$ cat config.mk
export PLATFORM = sky130hd
export DESIGN_NAME = adder_carry_serial_seq
export DESIGN_NICKNAME = d
export VERILOG_FILES = /design/src/rtl/adder_carry_seq_pkg.sv /design/src/rtl/adder_carry_pg_enc.sv /design/src/rtl/adder_carry_serial_seq.sv
export SDC_FILE = /design/constraint.sdc
export NUM_CORES = 1
export LEC_CHECK = 0
export BUFFER_PORTS_ARGS = -buffer_cell sky130_fd_sc_hd__buf_4
export CAP_MARGIN = 20
export CORE_ASPECT_RATIO = 2
export CORE_UTILIZATION = 47
export CTS_CLUSTER_DIAMETER = 50
export CTS_CLUSTER_SIZE = 12
export DETAILED_ROUTE_END_ITERATION = 16
export GPL_TIMING_DRIVEN = 0
export PLACE_DENSITY = 0.75
export SYNTH_ARGS = -nofsm -noshare
export SYNTH_HDL_FRONTEND = slang
export SYNTH_SLANG_ARGS = --single-unit
$ cat constraint.sdc
create_clock -name clk -period 1.2 [get_ports clk]
set_input_delay 0.24 -clock clk [delete_from_list [all_inputs] [get_ports clk]]
set_output_delay 0.24 -clock clk [all_outputs]
set_load 0.01 [all_outputs]
$ cat src/rtl/adder_carry_seq_pkg.sv
// Shared types for the bit-serial carry-slice sequencer: FSM state encoding and opcode values.
package adder_carry_seq_pkg;

    typedef enum logic [1:0] {
        IDLE = 2'd0,
        RUN  = 2'd1,
        DONE = 2'd2
    } seq_state_t;

    localparam logic OP_ADD = 1'b0;
    localparam logic OP_SUB = 1'b1;

endpackage

$ cat src/rtl/adder_carry_pg_enc.sv
// Propagate/generate encoder for one adder_carry slice (P = a^b, G = a, CI = carry register).
// Purely combinational, zero latency, no flow control.
module adder_carry_pg_enc
    import adder_carry_seq_pkg::*;
(
    input  logic i_a,
    input  logic i_b,
    input  logic i_cin_reg,
    output logic o_p,
    output logic o_g,
    output logic o_cin
);

    // With P = a^b, G = a is sufficient: when P = 0 the bits are equal, so a == a&b.
    assign o_p   = i_a ^ i_b;
    assign o_g   = i_a;
    assign o_cin = i_cin_reg;

endmodule

$ cat src/rtl/adder_carry_serial_seq.sv
// Bit-serial add/sub over one external carry slice, LSB first; result valid WIDTH cycles after accept.
// op_ready only in IDLE; the result is held in DONE until res_ready, one op per WIDTH+2 cycles.
module adder_carry_serial_seq
    import adder_carry_seq_pkg::*;
#(
    parameter int WIDTH = 8
) (
    input  logic             clk,
    input  logic             reset,
    input  logic             op_valid,
    output logic             op_ready,
    input  logic [WIDTH-1:0] op_a,
    input  logic [WIDTH-1:0] op_b,
    input  logic             op_sub,
    output logic             res_valid,
    input  logic             res_ready,
    output logic [WIDTH-1:0] res_sum,
    output logic             res_cout,
    output logic             res_ovf,
    output logic             slice_p,
    output logic             slice_g,
    output logic             slice_cin,
    input  logic             slice_sumout,
    input  logic             slice_cout
);

    localparam int CNT_W = (WIDTH > 1) ? $clog2(WIDTH) : 1;

    seq_state_t       r_state;
    seq_state_t       w_state_nxt;
    logic [WIDTH-1:0] r_sa;
    logic [WIDTH-1:0] r_sb;
    logic [WIDTH-1:0] r_res;
    logic             r_carry;
    logic             r_cin_msb;
    logic [CNT_W-1:0] r_cnt;
    logic             w_run;
    logic             w_last;
    logic             w_accept;
    logic             w_p;
    logic             w_g;
    logic             w_cin;

    always_ff @(posedge clk or posedge reset) begin
        if (reset) begin
            r_state <= IDLE;
        end else begin
            r_state <= w_state_nxt;
        end
    end

    always_comb begin
        w_state_nxt = r_state;
        op_ready    = 1'b0;
        res_valid   = 1'b0;
        w_run       = 1'b0;
        case (r_state)
            IDLE: begin
                op_ready = 1'b1;
                if (op_valid) begin
                    w_state_nxt = RUN;
                end
            end
            RUN: begin
                w_run = 1'b1;
                if (w_last) begin
                    w_state_nxt = DONE;
                end
            end
            DONE: begin
                res_valid = 1'b1;
                if (res_ready) begin
                    w_state_nxt = IDLE;
                end
            end
            default: begin
                w_state_nxt = IDLE;
            end
        endcase
    end

    assign w_accept = op_ready && op_valid;
    assign w_last   = (r_cnt == CNT_W'(WIDTH - 1));

    // Subtract is A + ~B + 1: the +1 enters as the initial carry.
    always_ff @(posedge clk or posedge reset) begin
        if (reset) begin
            r_sa      <= '0;
            r_sb      <= '0;
            r_res     <= '0;
            r_carry   <= 1'b0;
            r_cin_msb <= 1'b0;
            r_cnt     <= '0;
        end else if (w_accept) begin
            r_sa      <= op_a;
            r_sb      <= (op_sub == OP_ADD) ? op_b : ~op_b;
            r_res     <= '0;
            r_carry   <= (op_sub == OP_SUB);
            r_cin_msb <= 1'b0;
            r_cnt     <= '0;
        end else if (w_run) begin
            r_sa    <= {1'b0, r_sa[WIDTH-1:1]};
            r_sb    <= {1'b0, r_sb[WIDTH-1:1]};
            r_res   <= {slice_sumout, r_res[WIDTH-1:1]};
            r_carry <= slice_cout;
            r_cnt   <= r_cnt + CNT_W'(1);
            if (w_last) begin
                r_cin_msb <= r_carry;
            end
        end
    end

    adder_carry_pg_enc u_pg_enc (
        .i_a       (r_sa[0]),
        .i_b       (r_sb[0]),
        .i_cin_reg (r_carry),
        .o_p       (w_p),
        .o_g       (w_g),
        .o_cin     (w_cin)
    );

    assign slice_p   = w_run & w_p;
    assign slice_g   = w_run & w_g;
    assign slice_cin = w_run & w_cin;

    // Overflow: carry into the MSB differs from carry out of it.
    assign res_sum  = res_valid ? r_res : '0;
    assign res_cout = res_valid & r_carry;
    assign res_ovf  = res_valid & (r_carry ^ r_cin_msb);

endmodule

==> reports/results.txt <==
status: complete, but fails checks
failing checks: negative setup slack
Worst Path Max Fanout: 5
Ports: 38
Design Area, Final: 0.00238 mm2
Max Clock Skew: 0.00298 ns
clk root buf: clkbuf_8
Die Wd: 42.4 um
Hold WC Path Type: in -> reg
area grow syn2layout: 55.1%
Initial DRC Count: 26
power density cells: 2340 mW/mm2
H-tree depth: 2
final WL: 4640 um
vias per std cell: 5.63
FF+latch count, synth: 31
Seq/Total Area, Yosys: 50.6%
routability cong.: 0.742
CORE AREA: 0.00312 mm2
total gr overflow: 0
1st-pass router iterations: 4
# clock sinks: 31
Final Hold Viols: 0
die footprint: 0.00351 mm2
Distinct cells, synth: 22
Post-Place Cells: 230
worst-skew pair later-pin latency: 0.28 ns
placed inst area: 0.00188 mm2
Worst-path clk slew: 0.06 ns
Residual DRC: 0
CTS Buffer Depth: 2
Starting Density: 49.2%
n_diodes: 0
Port Buf Inserts: 36
Rows: 29
final setup violation count: 46
largest net degree at the start of global routing: 25
Routed wire per std cell: 18.0 um
cts bufs inserted: 5
CP startpoint: r_state[1]$_DFFE_PP0P_
CP required: 0.96 ns
synth warn: 0
Setup Crit Path Kind: reg -> out
Fmax: 0.629 GHz
vias: 1447
worst hold start: slice_sumout
nets: 250
Routed Antenna Nets: 0
hold path depth: 3
share of post-route cells with drive strength above 1: 53.5%
antenna violations before repair: 0
Setup crit start kind: flop
CTS tree: built
Pleak: 1.16 nW
Worst Reg-to-Reg Cells: 6
Avg Synthesized Cell Area: 9.47 um2
RSZ-0062 raised after global routing: true
register area: 779 um2
DPL Wire Length: 2450 um
Global Route Usage Sum: 24.6%
Die Y: 82.8 um
Synth Cell Area: 0.00153 mm2
Max VDD drop: 0.00172 V
pins over their slew limit: 0
Post-Syn Instances: 162
Final WS setup: -0.391 ns
hold_ws: 0.161 ns
max_cap viols: 0
# fillers: 215
final std cells w/o fill: 257
first-pass GRT wire length: 6320 um
R2R Path Start: r_state[0]$_DFFE_PP0P_
critical path endpoint category: output pin
fin crit period: 1.59 ns
worst-margin pin slew: 0.397 ns
vias in the first global route: 1346
multi-input logic area: 880 um2
max_slew headroom: 73.5%
most frequent cells in the layout: nand2_1 (40), buf_4 (40), dfrtp_1 (28), buf_6 (18), o21ai_2 (14)
period utilization: 133%
WP data arrival: 1.35 ns
Synth Net Count: 187
==> per-stage QoR <==
stage	setup slack [ns]	TNS (ns)	utilization [%]	power, mW
2_1_floorplan	-0.0378	-0.201	-	3.04
3_3_place_gp	-0.218	-7.14	59.5	3.49
3_5_place_dp	-0.236	-6.16	60.3	3.62
4_1_cts	-0.359	-11.20	69.4	4.84
5_1_grt	-0.416	-14.98	76.2	5.89
6_report	-0.391	-13.84	76.2	5.57
==> final cells by class <==
cell class	instances	share of cell area [%]
flip-flops and latches	31	32.8
clock inverters	2	0.526
clock buffers	6	3.05
well taps	31	1.63
inverters	2	0.316
repair inverters	1	0.316
repair buffers	58	21.8
multi-input cells	120	37.0
plain buffers	6	2.58
==> path summary, 6_finish.rpt <==
path                                               end  slack (ns)
worst max-delay path                        res_sum[6]       -0.39
worst min-delay path              r_res[7]$_DFFE_PP0P_        0.16
worst max register to register  r_state[0]$_DFFE_PP0P_       -0.37
worst min register to register     r_sa[6]$_DFFE_PP0P_        0.50
max in group asynchronous          r_carry$_DFFE_PP0P_        0.24
min in group asynchronous         r_res[1]$_DFFE_PP0P_        0.49
==> metal layers <==
| metal | wire length (um) | vias to the layer above | global-route usage [%] |
|---|---|---|---|
| met1 | 1560 | 709 | 25.3 |
| li1 | - | 660 | - |
| met4 | 174 | 0 | 16.6 |
| met5 | 0 | - | 0 |
| met3 | 214 | 16 | 5.84 |
| met2 | 2690 | 62 | 43.5 |
==> registers in the layout, indices dropped and copies added (netlist names) <==
register and flops:
r_carry 1, r_cin_msb 1, r_cnt 3, r_res 8
r_sa 8, r_sb 8, r_state 2
==> critical path, stage by stage (launching register included) <==
cell	delay, ns
dfrtp_2	0.47
nand2b_4	0.14
clkinvlp_4	0.16
and2_4	0.19
buf_6	0.11
==> power by group <==
part           switching (mW)  internal (mW)  leakage [nW]  total (mW)
registers               0.368           1.50         0.393        1.86
clock network           0.383          0.404        0.0412       0.787
logic                    1.47           1.45         0.724        2.92
==> Yosys cell counts <==
master | number | area, um2
nand3_2 | 1 | 10.0
nand2b_1 | 2 | 12.5
buf_2 | 3 | 15.0
a21oi_2 | 1 | 8.76
o21ai_0 | 21 | 105
nor2_1 | 3 | 11.3
nand2_1 | 49 | 184
buf_4 | 3 | 22.5
mux2i_1 | 7 | 70.1
xor2_1 | 8 | 70.1
o21bai_1 | 2 | 15.0
nor2b_2 | 1 | 8.76
and2_1 | 11 | 68.8
clkbuf_1 | 1 | 3.75
a22oi_1 | 8 | 60.1
inv_1 | 2 | 7.51
buf_6 | 2 | 22.5
nor3b_2 | 1 | 12.5
xnor2_1 | 2 | 17.5
ha_1 | 2 | 25.0
nand3b_1 | 1 | 7.51
dfrtp_1 | 31 | 776
==> cell families (layout without fill, tap and decap cells) <==
family	after synthesis	in the layout	share of synthesized area [%]
fa+ha+maj	2	2	1.63
buf+inv	11	75	4.65
compound gates	32	32	12.3
mux	7	7	4.57
flops	31	31	50.6
xor+xnor	10	10	5.71
simple gates	69	69	20.6
==> repair_timing <==
action,CTS,global route
buffers inserted,11,6
gates resized for setup,40,57
endpoints found under the hold margin,7,0
cloned,3,1
pin swaps,8,19
endpoints found under the setup margin,45,46
hold buffers,1,0
Power figures use the tool's default switching activity.
